## src/rtl/ahb_defs.sv

```systemverilog
// Shared AHB-Lite encodings for the 4-master arbiter.
// Holds HTRANS codes, arbiter state enum and a one-hot helper.
package ahb_defs;

   localparam logic [1:0] HTRANS_IDLE   = 2'b00;
   localparam logic [1:0] HTRANS_BUSY   = 2'b01;
   localparam logic [1:0] HTRANS_NONSEQ = 2'b10;
   localparam logic [1:0] HTRANS_SEQ    = 2'b11;

   typedef enum logic [1:0] {
      ST_PARK   = 2'd0,
      ST_OWN    = 2'd1,
      ST_LOCKED = 2'd2
   } arb_state_t;

   function automatic logic [3:0] onehot4(input logic [1:0] idx);
      logic [3:0] v;
      v = 4'b0000;
      v[idx] = 1'b1;
      return v;
   endfunction

endpackage

```

## src/rtl/rr_pick4.sv

```systemverilog
// Combinational rotate-priority picker for 4 requesters.
// Ports: req/ptr in; gnt_oh, gnt_idx, any out. Search order ptr+1..ptr.
module rr_pick4
   import ahb_defs::*;
(
   input  logic [3:0] req,
   input  logic [1:0] ptr,
   output logic [3:0] gnt_oh,
   output logic [1:0] gnt_idx,
   output logic       any
);

   logic [1:0] w_cand;

   // Walk from lowest to highest priority so the
   // highest-priority hit (ptr+1) is assigned last.
   always_comb begin
      gnt_idx = ptr;
      any     = 1'b0;
      w_cand  = ptr;
      for (int k = 3; k >= 0; k--) begin
         w_cand = ptr + 2'(k + 1);
         if (req[w_cand]) begin
            gnt_idx = w_cand;
            any     = 1'b1;
         end
      end
   end

   assign gnt_oh = any ? onehot4(gnt_idx) : 4'b0000;

endmodule

```

## src/rtl/ahb_arb4.sv

```systemverilog
// 4-master round-robin AHB-Lite arbiter with burst/lock hold and park.
// Ports: hclk, hresetn, req, lock, hready, htrans_sel in; addr_sel, data_sel, hmaster, hmastlock out.
module ahb_arb4
   import ahb_defs::*;
#(
   parameter logic [1:0] DEF_MST = 2'd0
) (
   input  logic       hclk,
   input  logic       hresetn,
   input  logic [3:0] req,
   input  logic [3:0] lock,
   input  logic       hready,
   input  logic [1:0] htrans_sel,
   output logic [3:0] addr_sel,
   output logic [3:0] data_sel,
   output logic [1:0] hmaster,
   output logic       hmastlock
);

   arb_state_t r_state;
   logic [1:0] r_ptr;
   logic [1:0] r_owner;
   logic [3:0] r_dsel;
   logic       r_lock;

   arb_state_t w_nxt_state;
   logic [1:0] w_nxt_ptr;
   logic [1:0] w_nxt_owner;
   logic       w_held;
   logic [3:0] w_gnt_oh;
   logic [1:0] w_gnt_idx;
   logic       w_any;

   rr_pick4 u_pick (
      .req     (req),
      .ptr     (r_ptr),
      .gnt_oh  (w_gnt_oh),
      .gnt_idx (w_gnt_idx),
      .any     (w_any)
   );

   // A lock only holds while the owner keeps asserting it;
   // BUSY/SEQ hold the grant regardless of requests.
   always_comb begin
      w_held = ((r_state == ST_LOCKED) && lock[r_owner])
             || (htrans_sel == HTRANS_BUSY)
             || (htrans_sel == HTRANS_SEQ);
   end

   always_ff @(posedge hclk or negedge hresetn) begin
      if (!hresetn) begin
         r_state <= ST_PARK;
         r_ptr   <= DEF_MST;
         r_owner <= DEF_MST;
         r_dsel  <= 4'b0000;
         r_lock  <= 1'b0;
      end else if (hready) begin
         r_state <= w_nxt_state;
         r_ptr   <= w_nxt_ptr;
         r_owner <= w_nxt_owner;
         r_dsel  <= onehot4(r_owner);
         r_lock  <= lock[w_nxt_owner];
      end
   end

   always_comb begin
      w_nxt_state = r_state;
      w_nxt_ptr   = r_ptr;
      w_nxt_owner = r_owner;
      if (w_held) begin
         if (lock[r_owner])
            w_nxt_state = ST_LOCKED;
         else if (r_state == ST_LOCKED)
            w_nxt_state = ST_OWN;
      end else if (w_any) begin
         w_nxt_owner = w_gnt_idx;
         w_nxt_ptr   = w_gnt_idx;
         w_nxt_state = lock[w_gnt_idx] ? ST_LOCKED : ST_OWN;
      end else begin
         // Park keeps ptr so fairness resumes where it left off.
         w_nxt_owner = DEF_MST;
         w_nxt_state = ST_PARK;
      end
   end

   always_comb begin
      addr_sel  = onehot4(r_owner);
      hmaster   = r_owner;
      data_sel  = r_dsel;
      hmastlock = r_lock;
   end

endmodule

```

## config.mk

```make
export PLATFORM = sky130hd
export DESIGN_NAME = ahb_arb4
export DESIGN_NICKNAME = d
export VERILOG_FILES = /design/src/rtl/ahb_defs.sv /design/src/rtl/rr_pick4.sv /design/src/rtl/ahb_arb4.sv
export SDC_FILE = /design/constraint.sdc
export NUM_CORES = 1
export LEC_CHECK = 0
export CORE_UTILIZATION = 40
export DETAILED_ROUTE_END_ITERATION = 10
export PLACE_DENSITY_LB_ADDON = 0.25
export REMOVE_ABC_BUFFERS = 1
export SLEW_MARGIN = 30
export SYNTH_ARGS = -nofsm -noshare
export SYNTH_HDL_FRONTEND = slang
export SYNTH_HIERARCHICAL = 1
export SYNTH_SLANG_ARGS = --single-unit
```

## constraint.sdc

```tcl
create_clock -name hclk -period 2.3 [get_ports hclk]
set_input_delay 0.46 -clock hclk [delete_from_list [all_inputs] [get_ports hclk]]
set_output_delay 0.46 -clock hclk [all_outputs]
set_load 0.01 [all_outputs]
```

# == Word-level counts from Yosys, hierarchy flattened ==
# Index checks and enable logic that the tools add are counted.
# word_totals
regBits,11
latchBits,0
mem_bits_rw,0
mem_bits_ro,0
inputBits,13
word_cells,57
n_memories,0
# op_classes
add_sub_neg,3
mul,0
div,0
magnitude_cmp,8
n_eq_ne,4
n_shift,0
muxes,30
n_bitwise,1
reduce_logical,6
# op_table
cell,count
2-bit by 3-bit less-than comparator with 1-bit output (second input constant),7
2-bit 2-to-1 mux,10
1-bit binary-select mux with 2-bit select,7
1-bit 2-to-1 mux,12
2-bit adder (second input constant),2
2-bit == test (second input constant),2
3-bit by 1-bit inequality test with 1-bit output (second input constant),1
3-bit AND reduction,1
2-bit by 1-bit adder with 2-bit output (second input constant),1
1-bit demux with 2-bit select,1
2-bit by 1-bit == test with 1-bit output (second input constant),1
2-bit by 1-bit greater-or-equal comparator with 1-bit output (second input constant),1
1-bit logical AND,2
1-bit logical OR,2
2-bit AND reduction,1
1-bit inverter,1

# == Depth between registers and ports, before layout ==
# depth
depth_word,11
ltp_mapped,9
ltp_nobuf,8

# == Hierarchy ==
# The synthesis kept the hierarchy.
# modules_own_cells
module,instances,cells_per_inst,area_each_um2
ahb_arb4,1,61,686.9
rr_pick4,1,29,197.7

# == Worst setup path after synthesis ==
# No wires, ideal clock.
# synth_path
path_type,reg2reg
from,reg r_owner[0] (netlist: hmaster[0])
to,reg r_lock (netlist: hmastlock)
setup_time_ps,86
arrival_ps,1955
slack_ps,259
path_stages_with_launch,7
path_buffers,1
path_cell_list,dfrtp_1 -> buf_6 -> mux2_4 -> a221oi_4 -> mux2_4 -> or2_2 -> o221ai_2
# synth_between
elab_chain_len,8
# synth_lines
element,line,rtl
from (decl),ahb_arb4.sv:22,logic [1:0] r_owner;
from (signal assigned),ahb_arb4.sv:60,r_owner <= w_nxt_owner;
1-bit binary-select mux with 2-bit select,ahb_arb4.sv:45,w_held = ((r_state == ST_LOCKED) && lock[r_owner])
1-bit 2-to-1 mux (not written as such),ahb_arb4.sv:45,
1-bit logical AND,ahb_arb4.sv:45,
1-bit logical OR,ahb_arb4.sv:46,|| (htrans_sel == HTRANS_BUSY)
1-bit logical OR,ahb_arb4.sv:47,|| (htrans_sel == HTRANS_SEQ);
2-bit 2-to-1 mux *,ahb_arb4.sv:70,if (w_held) begin
1-bit binary-select mux with 2-bit select *,ahb_arb4.sv:62,r_lock <= lock[w_nxt_owner];
1-bit 2-to-1 mux (not written as such) *,ahb_arb4.sv:62,
to (signal assigned),ahb_arb4.sv:62,
to (decl),ahb_arb4.sv:24,logic r_lock;
# Mark *: on every way between the ends. The rest lies on a longest branch, timed or not. The select of a mux whose other input is x is not followed.
# A chain may end at the register's enable or synchronous reset.

# == Worst setup path after layout ==
# layout_path
from,in req[3]
to,reg r_lock (netlist: hmastlock)
# layout_rtl
element,line,rtl
from (decl),ahb_arb4.sv:10,"input logic [3:0] req,"
1-bit binary-select mux with 2-bit select,rr_pick4.sv:23,if (req[w_cand]) begin
1-bit 2-to-1 mux (not written as such),rr_pick4.sv:23,
2-bit 2-to-1 mux (2 in series),rr_pick4.sv:23,
2-bit 2-to-1 mux *,rr_pick4.sv:23,
net w_gnt_idx[0],ahb_arb4.sv:31,logic [1:0] w_gnt_idx;
2-bit 2-to-1 mux *,ahb_arb4.sv:75,end else if (w_any) begin
2-bit 2-to-1 mux *,ahb_arb4.sv:70,
1-bit binary-select mux with 2-bit select *,ahb_arb4.sv:62,
1-bit 2-to-1 mux (not written as such) *,ahb_arb4.sv:62,
# The timed path passes the listed nets; every way through them passes the cells marked *. The select of a mux whose other input is x is not followed.

==> qor.yml <==
vias: 737
totalWireLength_microns: 1910
min_period_ns: 2.17
worstHoldEndpoint: "hmastlock$_DFFE_PN0P_"
cts-htree-levels: 1
avgSynthCellArea_sq_um: 10.1
first_iter_violations: 20
vias_per_cell: 5.34
clock_latency_ns: 0.27
slew_viol_final: 0
clockBufferDepth: 2
startpoint_type: "input pin"
path_max_fanout: 4
clock_sinks: 11
grt_first_pass_wirelength_microns: 3030
mostFrequentLayoutCell: "clkdlybuf4s50_1"
cts_tree: "yes"
nNetsFinal: 127
dpl_cell_area_sq_um: 1110
dp_hpwl_microns: 1470
min_from: "hmastlock$_DFFE_PN0P_"
power_density_nw_per_um2: 1160
worstPathArrival_ns: 2.36
grt_max_degree: 13
period_share_pct: 94.3
nFillCells: 167
initial_utilization_pct: 44.2
syn_to_final_growth_pct: 43.5
vdd_drop_max_v: 0.000586
max_slew.worst_pin.slew_ns: 0.531
max_freq_mhz: 461
r2r-end: "hmastlock$_DFFE_PN0P_"
relSlewSlack_pct: 64.5
max_cap_viol_count: 0
multi_input_area_sq_um: 463
hold_viol: 0
core.rowCount: 15
place_inst: 134
required_ns: 2.49
grt_usage_pct: 20.1
num_io_pins: 24
gp_congestion: 0.779
clock_skew_ns: 0.00524
drive_gt1_share_pct: 29.2
fin_area_sq_um: 1140
ff_latch_area_sq_um: 275
final_cell_mix: "22 x clkdlybuf4s50_1, 14 x buf_4, 11 x dfrtp_1, 9 x nand2_1"
drt.antenna.violating_nets: 0
worst-r2r-setup-slack_ns: 0.29
r2r-start: "r_ptr[1]$_DFFE_PN0P_"
worstSetupPathType: "input pin to flop"
end_kind: "flop"
syn_inst: 79
drtPass1Iterations: 4
core_area_sq_um: 1800
die_area_sq_um: 2170
rr_worst_depth: 7
syn_area_sq_um: 797
dieWidth_microns: 46.6
final_cells: 138
port_buffers: 22
synth_warnings: 6
routedWlPerCell_microns: 13.8
setup_viol: 0
rsz0062_at_grt: "no"
grt_pass1_vias: 768
antenna_found_initial: 0
overflow: 0
min_path_cells: 2
diodes: 0
outcome: "finished clean"
p_leak_nw: 0.511
cts_setup_buffers: 0
cts_made_buffers: 3
die_y_microns: 46.6
drcViolationCount: 0
root_buffer: "clkbuf_4"
clk_pin_slew_ns: 0.07
hold_class: "flop to flop"
[power by group]
part	internal [W]	switching, W	total, W
Sequential	0.000284	0.0000865	0.000371
Combinational	0.000481	0.000342	0.000823
Clock	0.0000671	0.0000650	0.000132
[final cells by class]
| type | instances | area share [%] |
|---|---|---|
| Multi-Input combinational cell | 56 | 40.5 |
| Inverter | 6 | 1.97 |
| Timing Repair Buffer | 36 | 28.4 |
| Tap cell | 25 | 2.74 |
| Clock buffer | 4 | 2.30 |
| Sequential cell | 11 | 24.1 |
[critical path, cell delays in order]
cell	delay, ns
clkdlybuf4s50_1	0.47
mux2_4	0.28
a32oi_1	0.14
o21ai_1	0.14
and2_1	0.18
mux2_4	0.27
or2_2	0.28
o221ai_2	0.14
[sequential cells by signal, indices dropped and copies added (netlist names)]
name and flops:
hmastlock 1, r_state 2, r_ptr 2, hmaster 2
data_sel 4
[timing repair]
action | 4_1_cts | 5_1_grt
endpoints found under the setup margin | 0 | 1
gates resized for setup | 0 | 1
hold buffers | 0 | 0
[how the worst max path moves through the flow]
stage,from,end,slack [ns],cells after the start
after floorplan,hmaster[0]$_DFFE_PN0P_,hmastlock$_DFFE_PN0P_,0.23,5
after global placement,req[1],hmastlock$_DFFE_PN0P_,-0.11,9
after detailed placement,req[1],hmastlock$_DFFE_PN0P_,-0.15,9
after CTS,req[1],hmastlock$_DFFE_PN0P_,0.13,9
after global routing,req[3],hmastlock$_DFFE_PN0P_,0.05,8
final,req[3],hmastlock$_DFFE_PN0P_,0.13,8
[per-layer routing]
layer	global-route usage, %	wire [microns]	vias to the layer above
met2	35.6	942	21
met5	0	0	-
met1	24.0	868	361
li1	-	-	353
met3	3.53	90	2
met4	7.43	8	0
[metrics by stage]
step                total power, W  hold WS [ns]  setup slack, ns  utilization (%)  TNS, ns
floorplan                 0.000805         0.164            0.232                -        0
global placement           0.00116         0.477           -0.113             61.7   -0.127
detailed placement         0.00119         0.488           -0.151             61.7   -0.246
CTS                        0.00132         0.507            0.130             63.1        0
global route               0.00142         0.529           0.0536             63.5        0
finish                     0.00133         0.499            0.132             63.5        0
(Power assumes the default switching activity.)
